### src/rtl/hazard_ctrl_mc_if.sv
// hazard_ctrl_mc_if: hazard-unit signals between the pipeline stages (master) and hazard_ctrl_mc (slave).
interface hazard_ctrl_mc_if #(
   parameter int REG_ADDR_W = 5,
   parameter int CNT_W      = 16
);
   logic [REG_ADDR_W-1:0] Rs1D, Rs2D, Rs1E, Rs2E, RdE, RdM, RdW;
   logic                  RegWriteM, RegWriteW, PCSrcE, McOpE;
   logic [1:0]            ResultSrcE, ForwardAE, ForwardBE;
   logic                  StallF, StallD, StallE, FlushD, FlushE, FlushM, McBusy;
   logic [CNT_W-1:0]      StallCount;
   modport master (
      output Rs1D, Rs2D, Rs1E, Rs2E, RdE, RdM, RdW, RegWriteM, RegWriteW, ResultSrcE, PCSrcE, McOpE,
      input  ForwardAE, ForwardBE, StallF, StallD, StallE, FlushD, FlushE, FlushM, McBusy, StallCount
   );
   modport slave (
      input  Rs1D, Rs2D, Rs1E, Rs2E, RdE, RdM, RdW, RegWriteM, RegWriteW, ResultSrcE, PCSrcE, McOpE,
      output ForwardAE, ForwardBE, StallF, StallD, StallE, FlushD, FlushE, FlushM, McBusy, StallCount
   );
endinterface

### src/rtl/hazard_ctrl_mc.sv
// hazard_ctrl_mc: forwarding, load-use stall, branch-shadow flush and multi-cycle execute-op
// stall control for the 5-stage RV32I pipeline, plus a saturating stall-cycle counter.
module hazard_ctrl_mc #(
   parameter int REG_ADDR_W    = 5,
   parameter int MC_LATENCY    = 4,
   parameter int BRANCH_SHADOW = 1,
   parameter int CNT_W         = 16
) (
   input logic             clk,
   input logic             rst,
   hazard_ctrl_mc_if.slave bus
);
   typedef enum logic {IDLE, BUSY} state_t;
   localparam logic [7:0] MC_INIT = 8'(MC_LATENCY - 2);
   localparam logic [3:0] SH_INIT = 4'(BRANCH_SHADOW - 1);
   state_t           state_q, state_d;
   logic [7:0]       mc_cnt_q, mc_cnt_d;
   logic [3:0]       shadow_cnt_q, shadow_cnt_d;
   logic [CNT_W-1:0] stall_cnt_q, stall_cnt_d;
   logic             mc_start, mc_stall, lu, stall_f;
   always_ff @(posedge clk or negedge rst)
      if (!rst) begin
         state_q      <= IDLE;
         mc_cnt_q     <= '0;
         shadow_cnt_q <= '0;
         stall_cnt_q  <= '0;
      end else begin
         state_q      <= state_d;
         mc_cnt_q     <= mc_cnt_d;
         shadow_cnt_q <= shadow_cnt_d;
         stall_cnt_q  <= stall_cnt_d;
      end
   // A taken branch wins over a multi-cycle op seen in the same cycle.
   always_comb begin
      mc_start     = state_q == IDLE && bus.McOpE && !bus.PCSrcE;
      state_d      = mc_start ? BUSY : (state_q == BUSY && mc_cnt_q == '0) ? IDLE : state_q;
      mc_cnt_d     = mc_start ? MC_INIT : (mc_cnt_q != '0) ? mc_cnt_q - 8'd1 : mc_cnt_q;
      shadow_cnt_d = bus.PCSrcE ? SH_INIT : (shadow_cnt_q != '0) ? shadow_cnt_q - 4'd1 : shadow_cnt_q;
      stall_cnt_d  = stall_cnt_q + CNT_W'(stall_f && stall_cnt_q != '1);
   end
   // Load-use is masked while the op holds E so its D/E register is never flushed.
   always_comb begin
      mc_stall       = mc_start || (state_q == BUSY && mc_cnt_q != '0);
      lu             = bus.ResultSrcE == 2'b01 && bus.RdE != '0 &&
                       (bus.RdE == bus.Rs1D || bus.RdE == bus.Rs2D) && !mc_stall;
      stall_f        = rst && !bus.PCSrcE && (mc_stall || lu);
      bus.ForwardAE  = !rst ? 2'b00 :
                       (bus.RegWriteM && bus.RdM != '0 && bus.RdM == bus.Rs1E) ? 2'b10 :
                       (bus.RegWriteW && bus.RdW != '0 && bus.RdW == bus.Rs1E) ? 2'b01 : 2'b00;
      bus.ForwardBE  = !rst ? 2'b00 :
                       (bus.RegWriteM && bus.RdM != '0 && bus.RdM == bus.Rs2E) ? 2'b10 :
                       (bus.RegWriteW && bus.RdW != '0 && bus.RdW == bus.Rs2E) ? 2'b01 : 2'b00;
      bus.StallF     = stall_f;
      bus.StallD     = stall_f;
      bus.StallE     = rst && mc_stall;
      bus.FlushM     = rst && mc_stall;
      bus.FlushD     = !rst || bus.PCSrcE || shadow_cnt_q != '0;
      bus.FlushE     = !rst || bus.PCSrcE || lu;
      bus.McBusy     = rst && state_q == BUSY;
      bus.StallCount = stall_cnt_q;
   end
endmodule

### src/flat_wrapper.sv
// flat-port wrapper written by rule: the top's interface ports become plain ports
module hazard_ctrl_mc_flat 
#(
   parameter int REG_ADDR_W    = 5,
   parameter int MC_LATENCY    = 4,
   parameter int BRANCH_SHADOW = 1,
   parameter int CNT_W         = 16
)
  (clk, rst, bus_Rs1D, bus_Rs2D, bus_Rs1E, bus_Rs2E, bus_RdE, bus_RdM, bus_RdW, bus_RegWriteM, bus_RegWriteW, bus_ResultSrcE, bus_PCSrcE, bus_McOpE, bus_ForwardAE, bus_ForwardBE, bus_StallF, bus_StallD, bus_StallE, bus_FlushD, bus_FlushE, bus_FlushM, bus_McBusy, bus_StallCount);
  hazard_ctrl_mc_if #(.REG_ADDR_W(REG_ADDR_W), .CNT_W(CNT_W)) bus_i ();
  input logic clk;
  input logic rst;
  input wire logic [$bits(bus_i.Rs1D)-1:0] bus_Rs1D;
  input wire logic [$bits(bus_i.Rs2D)-1:0] bus_Rs2D;
  input wire logic [$bits(bus_i.Rs1E)-1:0] bus_Rs1E;
  input wire logic [$bits(bus_i.Rs2E)-1:0] bus_Rs2E;
  input wire logic [$bits(bus_i.RdE)-1:0] bus_RdE;
  input wire logic [$bits(bus_i.RdM)-1:0] bus_RdM;
  input wire logic [$bits(bus_i.RdW)-1:0] bus_RdW;
  input wire logic [$bits(bus_i.RegWriteM)-1:0] bus_RegWriteM;
  input wire logic [$bits(bus_i.RegWriteW)-1:0] bus_RegWriteW;
  input wire logic [$bits(bus_i.ResultSrcE)-1:0] bus_ResultSrcE;
  input wire logic [$bits(bus_i.PCSrcE)-1:0] bus_PCSrcE;
  input wire logic [$bits(bus_i.McOpE)-1:0] bus_McOpE;
  output wire logic [$bits(bus_i.ForwardAE)-1:0] bus_ForwardAE;
  output wire logic [$bits(bus_i.ForwardBE)-1:0] bus_ForwardBE;
  output wire logic [$bits(bus_i.StallF)-1:0] bus_StallF;
  output wire logic [$bits(bus_i.StallD)-1:0] bus_StallD;
  output wire logic [$bits(bus_i.StallE)-1:0] bus_StallE;
  output wire logic [$bits(bus_i.FlushD)-1:0] bus_FlushD;
  output wire logic [$bits(bus_i.FlushE)-1:0] bus_FlushE;
  output wire logic [$bits(bus_i.FlushM)-1:0] bus_FlushM;
  output wire logic [$bits(bus_i.McBusy)-1:0] bus_McBusy;
  output wire logic [$bits(bus_i.StallCount)-1:0] bus_StallCount;
  assign bus_i.Rs1D = bus_Rs1D;
  assign bus_i.Rs2D = bus_Rs2D;
  assign bus_i.Rs1E = bus_Rs1E;
  assign bus_i.Rs2E = bus_Rs2E;
  assign bus_i.RdE = bus_RdE;
  assign bus_i.RdM = bus_RdM;
  assign bus_i.RdW = bus_RdW;
  assign bus_i.RegWriteM = bus_RegWriteM;
  assign bus_i.RegWriteW = bus_RegWriteW;
  assign bus_i.ResultSrcE = bus_ResultSrcE;
  assign bus_i.PCSrcE = bus_PCSrcE;
  assign bus_i.McOpE = bus_McOpE;
  assign bus_ForwardAE = bus_i.ForwardAE;
  assign bus_ForwardBE = bus_i.ForwardBE;
  assign bus_StallF = bus_i.StallF;
  assign bus_StallD = bus_i.StallD;
  assign bus_StallE = bus_i.StallE;
  assign bus_FlushD = bus_i.FlushD;
  assign bus_FlushE = bus_i.FlushE;
  assign bus_FlushM = bus_i.FlushM;
  assign bus_McBusy = bus_i.McBusy;
  assign bus_StallCount = bus_i.StallCount;
  hazard_ctrl_mc #(.REG_ADDR_W(REG_ADDR_W), .MC_LATENCY(MC_LATENCY), .BRANCH_SHADOW(BRANCH_SHADOW), .CNT_W(CNT_W)) u_core (.clk(clk), .rst(rst), .bus(bus_i));
endmodule
### config.mk
export PLATFORM = sky130hd
export DESIGN_NAME = hazard_ctrl_mc_flat
export DESIGN_NICKNAME = d
export VERILOG_FILES = /design/src/rtl/hazard_ctrl_mc_if.sv /design/src/rtl/hazard_ctrl_mc.sv /design/src/flat_wrapper.sv
export SDC_FILE = /design/constraint.sdc
export NUM_CORES = 1
export LEC_CHECK = 0
export BUFFER_PORTS_ARGS = -buffer_cell sky130_fd_sc_hd__buf_2
export CAP_MARGIN = 0
export CORE_MARGIN = 4
export CORE_UTILIZATION = 53
export DETAILED_ROUTE_END_ITERATION = 10
export PLACE_DENSITY = 0.88
export SLEW_MARGIN = 15
export SYNTH_ARGS = -nofsm -noshare
export SYNTH_HDL_FRONTEND = slang
export SYNTH_SLANG_ARGS = --single-unit
export TNS_END_PERCENT = 1
### constraint.sdc
create_clock -name clk -period 5.1 [get_ports clk]
set_clock_uncertainty 0.2 [all_clocks]
set_input_delay 0.765 -clock clk [delete_from_list [all_inputs] [get_ports clk]]
set_output_delay 0.765 -clock clk [all_outputs]
set_load 0.02 [all_outputs]
==> summary.md, run 1 <==
| Metric | Value |
|---|---|
| Core Rows | 21 |
| Distinct cells, synth | 39 |
| P_leak | 1.17 nW |
| CTS resizes | 0 |
| Startpoint class of the critical path | register |
| Clock-pin slew on the worst setup and hold paths | 90 ps |
| Ys flop type | dfrtp_1 |
| GRT overflow | 0 |
| Final #Nets | approximately 310 |
| Post-CTS Setup Bufs | 0 |
| Fin. max-slew vios | 0 |
| Initial core utilization | 54.9% |
| Crit share post-route | about two thirds |
| Min cycle time layout | 3430 ps |
| Placed insts | about 300 |
| CTS tree | done |
| Clock Latency Late Sink | 330 ps |
| Pwr Total | around 0.97 mW |
| Post-place setup slack | 1770 ps |
| Critical path type | reg -> out |
| Final Wtd Congestion | 0.830 |
| RSZ-0062 raised after global routing | false |
| Final wirelength | 4.19 mm |
| Vias per cell | 5.21 |
| Final antenna-violating net count | 0 |
| Status | completed |
| DRC | 0 |
| Fmax | 0.291 GHz |
| Post-Syn Area per Cell | 9.63 µm² |
| Clock net sink count | 29 |
| Worst Max-Slew Pin Slew | ~540 ps |
| Slew margin rel. | 64.1% |
| Core area | 0.00336 mm² |
| CTS HTree Levels | 2 |
| Vias | 1626 |
| Setup_tns | 0 ps |
| Pwr/cell area | 416 mW/mm² |
| Asr flop ratio synth | 100% |
| Global Route Usage Sum | between 20 and 25% |
| Final std cells w/o fill | approximately 310 |
| DR iter-0 viols | approximately 50 |
| Worst vdd ir | 0.265 mV |
| Initial antenna violation count | 0 |
| Layout cells sized above 1 | 32.7% |
| Top cells by count, synth | 32 x xor2_1, 29 x dfrtp_1, 18 x nor2_1, 18 x xnor2_1, 11 x nand3_1 |
| EDFF count, synth | 0 |
| Syn Inst Count | 192 |
| Most area-hungry cell type in the Yosys netlist | dfrtp_1 |
| Post-DP HPWL | 3.32 mm |
| Worst Reg2Reg Path Length in Cells | 11 |
| Min-delay worst type | in -> async |
| Area contributors post-synth | dfrtp_1 39%, xor2_1 15%, xnor2_1 8.5% |
| CP required | 4140 ps |
| Synth Warn # | 0 |
| R2R Setup Slk | 1920 ps |
| Synthesized area | 0.00185 mm² |
| Die area | 0.00450 mm² |
| Cts bufs inserted | 5 |
| Setup WS post-layout | 1670 ps |
| Fill count | approximately 290 |
| Crit. End Element | output pin |
| Initial DRT Pass Iterations | 4 |
| Synth top area share | 39.3% |
| Final Setup Violations | 0 |
| Register area share after synthesis | 39.3% |
| Buffers added on ports | around 70 |
| Root Driver | clkbuf_4 |
| Reg2reg end | u_core.bus.StallCount[14] |
| Die Y | ~67 µm |
| I/O pin count | 70 |
| Wirelength per Cell | 13.4 µm |
| Most frequent cell after synthesis | xor2_1 |
| Vias in the first global route | ~1600 |
| # hold bufs at CTS | 0 |
| Synth Net Count | 240 |
| Maximum clock path buffer count | 2 |
| Ant diodes | 0 |
| Worst path arrival time | 2470 ps |
| Chip Width | 67.1 µm |
| Yosys reg bits | 29 |
| Largest net degree at the start of global routing | 36 |
| First-pass GRT wire length | 7.02 mm |
| Synthesis-to-finish area growth | 26.5% |
| Worst r2r src | u_core.mc_cnt_q[3] |
| Max-cap viol count | 0 |
| Max FO, Critical Path | 6 |
| Final Hold Viols | 0 |
flip-flops by register name, indices dropped and copies added (netlist names):
| register | cells |
|---|---|
| u_core.state_q | 1 |
| u_core.bus.StallCount | 16 |
| u_core.shadow_cnt_q | 4 |
| u_core.mc_cnt_q | 8 |
cells in the final DEF (no fill, tap or decap), drive strengths merged, types with 2 or more instances in the layout:
cell    Yosys  routed
nand3      11      11
xnor2      18      18
nor2b       3       3
nor4        3       3
and2        5       5
or4         4       4
nand3b      2       2
inv         6       6
or3         2       2
nand4       3       3
o21ai       6       6
ha          5       5
nand2       8       8
o211ai      2       2
bufinv      0       2
clkbuf      1       5
xor2       32      32
nor3        8       8
a21oi       5       5
nor2       18      18
mux2        2       2
dfrtp      29      29
and4        3       3
and3        2       2
nand2b      4       4
buf         3      70
power by group:
part / leakage (nW) / switching (mW) / internal [mW]
Clock: 0.0552 / 0.0827 / 0.152
Combinational: 0.740 / 0.204 / 0.165
Sequential: 0.377 / 0.0700 / 0.298
logic make-up (layout without fill, tap and decap cells):
kind of cell | count (synthesis) | after routing | synth area share, %
simple gates | 79 | 79 | 23.9
xor+xnor | 50 | 50 | 23.7
flops | 29 | 29 | 39.3
compound gates | 16 | 16 | 5.48
buf+inv | 10 | 84 | 2.50
fa+ha+maj | 5 | 5 | 3.39
mux | 3 | 3 | 1.76
critical path, cell delays in order, from the launching register on:
cell	delay, ps
dfrtp_1	430
or4_4	590
or3_4	420
a21oi_2	190
inv_2	70
nand2b_4	140
o21ai_2	130
buf_2	180
metrics by stage:
step / hold slack [ps] / util [%] / instance area [µm²]
6_report: 237 / 69.5 / 2340
5_1_grt: 254 / 69.5 / 2340
4_1_cts: 233 / 69.5 / 2340
3_5_place_dp: 274 / 66.4 / 2230
3_3_place_gp: 274 / 66.4 / 2230
2_1_floorplan: 269 / - / 1850
per-layer routing:
metal	share of wire (%)	global-route usage, %	vias to the layer above
li1	-	-	802
met1	41	24.6	750
met2	49	35.1	64
met3	8.4	6.41	10
met4	1.9	7.09	0
met5	0	0	-
worst max path at each step:
| stage | startpoint | end | slack [ps] |
|---|---|---|---|
| 2_1_floorplan | bus_RdM[0] | bus_ForwardAE[0] | 1850 |
| 3_3_place_gp | rst | bus_ForwardAE[0] | 1850 |
| 3_5_place_dp | rst | u_core.bus.StallCount[14] | 1770 |
| 4_1_cts | u_core.mc_cnt_q[3] | bus_FlushE | 1640 |
| 5_1_grt | u_core.mc_cnt_q[3] | bus_FlushE | 1560 |
| 6_report | u_core.mc_cnt_q[3] | bus_FlushE | 1670 |
cell type report:
| cell class | instances | area (µm²) | share of cell area, % |
|---|---|---|---|
| clock buffers | 5 | 37.5 | 1.61 |
| multi-input cells | 153 | 1080 | 46.0 |
| flip-flops and latches | 29 | 726 | 31.0 |
| clock inverters | 3 | 65.1 | 2.78 |
| repair buffers | 70 | 353 | 15.1 |
| inverters | 6 | 22.5 | 0.964 |
| well taps | 46 | 57.6 | 2.46 |
No activity file was read; power rests on OpenSTA's default activity.
==> inputs of run 2 (changes only) <==
Settings changed: ABC_AREA from default to 1, CORE_UTILIZATION 53 to 45, PLACE_DENSITY 0.88 to 0.79.
Clock period 5.1 ns to 3.15 ns, I/O delays scaled along.
==> run 2 against run 1 <==
Critical path depth increased by 5. Synthesized area increased by 6.9%. Flip-flop and latch count unchanged. Clock power increased by 42%. Total power increased by 54%. Utilization decreased by 9.1 points. Die area increased by 23%. Global-route usage decreased by 2.3 points. Via count increased by 17%. Cell area increased by 6.4%. First-iteration DRC count increased by 110%. Highest routed layer unchanged.
==> summary.md, run 2 <==
| Metric | Value |
|---|---|
| Status | completed |
| Most frequent cells in the layout | 69 x buf_2, 55 x nand2_1, 43 x inv_1 |
| Chip Width | 74.3 µm (+11%) |
| Synthesis-to-finish area growth | 25.9% |
| Layout cells sized above 1 | 27.4% (-5.3 points) |
| Ys flop type | dfrtp_1 |
| Core area | 0.00412 mm² (+22%) |
| Max FO, Critical Path | 12 (+6) |
| DR iter-0 viols | 105 (+110%) |
| Setup WS post-layout | 367 ps (-1300 ps) |
| Final #Nets | 386 (+23%) |
| Post-place setup slack | 483 ps (-1290 ps) |
| Worst path arrival time | 2740 ps (+270 ps) |
| Crit share post-route | 88.4% |
| Post-Syn Area per Cell | 7.54 µm² (-22%) |
| Fmax | 0.359 GHz |
| Fin util | 60.4% (-9.1 points) |
| Clock net sink count | 29 (unchanged) |
| Most frequent cell after synthesis | nand2_1 |
| Vias in the first global route | 1914 (+17%) |
| Core Rows | 23 (+9.5%) |
| Slowest stage delay, CP | 520 ps (-70 ps) |
| Synth top area share | 36.7% (-2.5 points) |
| Initial DRT Pass Iterations | 4 (unchanged) |
| First-pass GRT wire length | 7.84 mm (+12%) |
| GRT Max-Usage Layer | met2 |
| Final antenna-violating net count | 0 (unchanged) |
| Max reg flops | 16 (unchanged) |
| Largest net degree at the start of global routing | 23 (-36%) |
| Slew margin rel. | 81.1% (+17 points) |
| Vias | 1904 (+17%) |
| Most area-hungry cell type in the Yosys netlist | dfrtp_1 |
| CTS tree | done |
| Crit. End Element | register |
| Final wirelength | 4.67 mm (+12%) |
| Worst vdd ir | 0.349 mV (+32%) |
| Vias per cell | 4.89 (-6.1%) |
| Clock Latency Late Sink | 280 ps (-50 ps) |
| Post-DP HPWL | 3.90 mm (+17%) |
| Top cells by count, synth | 55 x nand2_1, 43 x inv_1, 31 x nor2_1 |
| Most common cell after layout, fill and taps aside | buf_2 |
| Die area | 0.00551 mm² (+23%) |
| Final Setup Violations | 0 (unchanged) |
| DRC | 0 (unchanged) |
| Final Hold Viols | 0 (unchanged) |
| GRT overflow | 0 (unchanged) |
| Syn Inst Count | 262 (+36%) |
| CP Launch Point | rst |
| Setup_tns | 0 ps (unchanged) |
| Hold_sp | u_core.mc_cnt_q[3] |
| M2 GR Usage | 33.3% (-1.8 points) |
| Synth Warn # | 0 (unchanged) |
| Wirelength per Cell | 12.0 µm (-11%) |
| Register area share after synthesis | 36.7% (-2.5 points) |
| Worst Max-Slew Pin Slew | 283 ps (-254 ps) |
| Met3 global-route usage | 3.78% (-2.6 points) |
| RSZ-0062 raised after global routing | false |
| Area contributors post-synth | dfrtp_1 37%, nand2_1 10%, xnor2_1 9.8% |
| CTS HTree Levels | 2 (unchanged) |
| Synthesized area | 0.00198 mm² (+6.9%) |
| Final Wtd Congestion | 0.888 (+7.0%) |
| Startpoint class of the critical path | input pin |
| Min cycle time layout | approximately 2800 ps |
| EDFF count, synth | 0 (unchanged) |
| Worst r2r src | u_core.mc_cnt_q[0] |
| Cts bufs inserted | 5 (unchanged) |
| Pwr/cell area | 603 mW/mm² (+45%) |
| P_leak | 1.43 nW (+22%) |
| Maximum clock path buffer count | 2 (unchanged) |
| Distinct cells, synth | 31 (-21%) |
| Initial antenna violation count | 0 (unchanged) |
| Clock-pin slew on the worst setup and hold paths | 60 ps (-30 ps) |
| Initial core utilization | 48.0% (-6.9 points) |
| Root Driver | clkbuf_8 |
| Max-cap viol count | 0 (unchanged) |
| Critical path type | in -> reg |
| Buffers added on ports | 69 (unchanged) |
| Die Y | 74.3 µm (+11%) |
| Synth Net Count | 310 (+29%) |
| Crit-path slowest cell | dlygate4sd3_1 |
| Yosys reg bits | 29 (unchanged) |
| Global Route Usage Sum | 18.4% (-2.3 points) |
| CP required | 3110 ps (-1030 ps) |
| Asr flop ratio synth | 100% (unchanged) |
| Ant diodes | 0 (unchanged) |
| Crit-path cells | dlygate4sd3_1 -> buf_2 -> inv_1 -> nor2_1 -> nand2_1 -> nor2_1 -> ha_1 -> ha_1 -> nand3_2 -> nor2_2 -> nand3_2 -> xnor2_1 |
| Fin. max-slew vios | 0 (unchanged) |
| Post-CTS Setup Bufs | 0 (unchanged) |
| GRT met1 Usage | 20.8% (-3.8 points) |
| I/O pin count | 70 (unchanged) |
| Min-delay worst type | reg -> reg |
run 2: layout make-up:
| class | count | area (µm²) |
|---|---|---|
| fillers | 392 | 1630 |
| clock buffers | 7 | 96.3 |
| flip-flops and latches | 29 | 726 |
| inverters | 44 | 165 |
| clock inverters | 1 | 5.00 |
| repair buffers | 71 | 363 |
| multi-input cells | 187 | 1070 |
| well taps | 50 | 62.6 |
run 2: repair_timing:
| action | in CTS | in global routing |
|---|---|---|
| hold endpoints to repair | 7 | 0 |
| resized for setup | 0 | 0 |
| hold buffers | 1 | 0 |
run 2: worst paths after layout:
| kind | endpoint | slack [ps] | depth (start not counted) |
|---|---|---|---|
| hold / removal | u_core.mc_cnt_q[3] | 270 | 1 |
| setup reg to reg | u_core.bus.StallCount[12] | 520 | 13 |
| max in group asynchronous | u_core.bus.StallCount[9] | 1810 | 3 |
| hold reg to reg | u_core.mc_cnt_q[3] | 270 | 1 |
| min in group asynchronous | u_core.mc_cnt_q[3] | 390 | 2 |
| setup / recovery | u_core.bus.StallCount[14] | 370 | 12 |
run 2: cell families after synthesis:
logic type | after synthesis | share of synthesized area, %
fa+ha+maj | 5 | 3.17
simple gates | 129 | 30.7
compound gates | 21 | 6.14
flops | 29 | 36.7
xor+xnor | 32 | 14.2
buf+inv | 46 | 9.12
run 2: per-stage QoR:
stage / std cells / instance area, µm² / hold slack, ps / power, mW
finish: 389 / 2490 / 267 / 1.50
global route: 389 / 2490 / 291 / 1.62
global placement: 380 / 2380 / 153 / 1.14
detailed placement: 380 / 2380 / 149 / 1.17
floorplan: 262 / 1980 / -23.1 / 0.983
CTS: 389 / 2490 / 268 / 1.52
run 2: power breakdown:
group | internal, mW | switching (mW)
Combinational | 0.225 | 0.358
Sequential | 0.485 | 0.100
Clock | 0.197 | 0.135
Total | 0.907 | 0.593
run 2: worst max-delay path, delay by kind of cell:
| kind | cells | cell delay, ps |
|---|---|---|
| XOR/XNOR | 1 | 130 |
| adder cells (fa/ha/maj) | 2 | 480 |
| buffers and inverters | 3 | 920 |
| AND/OR/NAND/NOR | 6 | 730 |
run 2: metal layers:
| metal | up-vias | wire [µm] |
|---|---|---|
| li1 | 973 | - |
| met2 | 55 | 2430 |
| met5 | - | 0 |
| met3 | 15 | 200 |
| met4 | 0 | 132 |
| met1 | 861 | 1910 |
==> inputs of run 3 (changes only) <==
Settings changed: GPL_TIMING_DRIVEN from default to 0, RECOVER_POWER from default to 50.
==> run 3 against run 2 <==
Critical path depth is 2 lower. First-iteration DRC count is 28% lower. Critical endpoint is now bus_StallF. Register-to-register slack better by 40 ps. Non-clock buffer count stayed put.
==> summary.md, run 3 (synthesized netlist as in run 2, its figures left out) <==
| Metric | Value |
|---|---|
| Die Y | 74.3 µm (unchanged) |
| CP top delay family | simple AND/OR/NAND/NOR gates |
| Worst Max-Slew Pin Slew | 681 ps (+398 ps) |
| Slew margin rel. | 54.6% (-26 points) |
| Chip Width | 74.3 µm (unchanged) |
| Cts bufs inserted | 5 (unchanged) |
| Fill count | 393 (+0.26%) |
| Crit-path cells | inv_1 -> ha_1 -> nor3b_1 -> nand2_2 -> a21oi_2 -> nand2_1 -> nand2_1 -> inv_1 -> buf_4 -> buf_2 |
| Crit. End Element | output pin |
| Most frequent cells in the layout | 59 x buf_2, 55 x nand2_1, 43 x inv_1 |
| Root Driver | clkbuf_8 |
| Net Sw Frac | 39.7% (+0.19 points) |
| Core area | 0.00412 mm² (unchanged) |
| Clock power share | 19.9% (-2.2 points) |
| Post-place setup slack | 155 ps (-329 ps) |
| P_leak | 1.37 nW (-3.9%) |
| Core Rows | 23 (unchanged) |
| Buffers added on ports | 69 (unchanged) |
| Final Wtd Congestion | 0.872 (-1.8%) |
| Layout cells sized above 1 | 23.9% (-3.5 points) |
| Die area | 0.00551 mm² (unchanged) |
| Int Power | 0.865 mW (-4.6%) |
| Max-cap viol count | 0 (unchanged) |
| Min cycle time layout | 2650 ps (-137 ps) |
| Most common cell after layout, fill and taps aside | buf_2 |
| Initial antenna violation count | 0 (unchanged) |
| Pwr Total | 1.43 mW (-4.3%) |
| Post-DP HPWL | 3.55 mm (-8.9%) |
| Clock-pin slew on the worst setup and hold paths | 60 ps (about the same) |
| Ant diodes | 0 (unchanged) |
| DRC | 0 (unchanged) |
| Max reg flops | 16 (unchanged) |
| Initial DRT Pass Iterations | 4 (unchanged) |
| Fin. max-slew vios | 0 (unchanged) |
| Startpoint class of the critical path | register |
| DR iter-0 viols | 76 (-28%) |
| P_sw | 0.570 mW (-3.9%) |
| Fmax | 0.378 GHz (+5.2%) |
| Global Route Usage Sum | 16.9% (-1.5 points) |
| Final antenna-violating net count | 0 (unchanged) |
| Pwr/cell area | 585 mW/mm² (-2.9%) |
| Synthesis-to-finish area growth | 24.1% |
| Clock Latency Late Sink | 280 ps (about the same) |
| Worst vdd ir | 0.280 mV (-20%) |
| Wirelength per Cell | 11.4 µm (-5.3%) |
| Post-CTS Setup Bufs | 0 (unchanged) |
| Final Hold Viols | 0 (unchanged) |
| # hold bufs at CTS | 0 (-1) |
| Max FO, Critical Path | 5 (-7) |
| Crit-path slowest cell | dfrtp_1 |
| Critical path type | reg -> out |
| First-pass GRT wire length | 7.39 mm (-5.7%) |
| CP required | 2480 ps (-630 ps) |
| Status | completed |
| Vias per cell | 4.87 (-0.42%) |
| Combinational power share | 39.5% (+0.6 points) |
| Worst Path Buf+Inv | 4 (+1) |
| Slowest stage delay, CP | 370 ps (-150 ps) |
| RSZ-0062 raised after global routing | false |
| Vias | 1896 (-0.42%) |
| Vias in the first global route | 1817 (-5.1%) |
| Final wirelength | 4.42 mm (-5.3%) |
| Worst path arrival time | 1970 ps (-770 ps) |
| Final Setup Violations | 0 (unchanged) |
| Crit share post-route | 84.0% (-4.4 points) |
| Initial core utilization | 48.0% (unchanged) |
| CTS resizes | 0 (unchanged) |
| Largest net degree at the start of global routing | 34 (+48%) |
| CTS HTree Levels | 2 (unchanged) |
| Sequential power share | 40.7% (+1.7 points) |
| GRT overflow | 0 (unchanged) |
| Clock net sink count | 29 (unchanged) |
| Final #Nets | 386 (unchanged) |
| I/O pin count | 70 (unchanged) |
| Maximum clock path buffer count | 2 (unchanged) |
| CTS tree | done |
| Setup_tns | 0 ps (unchanged) |
| Min-delay worst type | in -> async |
| Setup WS post-layout | 504 ps (+137 ps) |
## run 3: changes by cell type in the layout (fill, tap and decap cells not counted), sizes merged
cell / delta
clkinv: -1
clkbuf: +11
dlygate4sd3: -1
buf: -9
## run 3: per-layer routing
layer | up-vias | global-route usage (%) | wire, µm
met2 | 47 | 30.5 | 2290
met5 | - | 0 | 0
met4 | 0 | 4.15 | 56
met3 | 8 | 4.19 | 195
li1 | 971 | - | -
met1 | 870 | 20.3 | 1880
## run 3: metrics by stage
step                cell area [µm²]  hold WS, ps  util (%)  instances
floorplan                      1980        -23.1         -        262
global placement               2380          251      57.9        381
detailed placement             2380          258      57.9        381
CTS                            2460         66.0      59.9        389
global route                   2450         93.4      59.6        389
finish                         2450         30.7      59.6        389
## run 3: worst paths after layout
| path | startpoint | slack, ps | cells after the start | endpoint |
|---|---|---|---|---|
| worst min register to register | u_core.mc_cnt_q[2] | 260 | 1 | u_core.mc_cnt_q[2] |
| worst max register to register | u_core.mc_cnt_q[0] | 560 | 13 | u_core.bus.StallCount[12] |
| min in group clk | u_core.mc_cnt_q[2] | 260 | 1 | u_core.mc_cnt_q[2] |
| worst min-delay path | rst | 30 | 1 | u_core.mc_cnt_q[5] |
| max in group asynchronous | rst | 2270 | 1 | u_core.shadow_cnt_q[3] |
| worst max-delay path | u_core.mc_cnt_q[0] | 500 | 10 | bus_StallF |
## run 3: cell type report
cell class | instances | area (µm²) | share of cell area [%]
Buffer | 2 | 15.0 | 0.613
Clock buffer | 8 | 80.1 | 3.27
Inverter | 44 | 165 | 6.74
Multi-Input combinational cell | 187 | 1070 | 43.6
Sequential cell | 29 | 726 | 29.6
Tap cell | 50 | 62.6 | 2.55
Timing Repair Buffer | 69 | 333 | 13.6
## run 3: power groups by stage
stage | sequential, mW | clock (mW) | combinational, mW
after floorplan | 0.609 | 0 | 0.374
after global placement | 0.584 | 0 | 0.554
after detailed placement | 0.588 | 0 | 0.570
after CTS | 0.583 | 0.293 | 0.577
after global routing | 0.597 | 0.311 | 0.645
final | 0.583 | 0.285 | 0.566
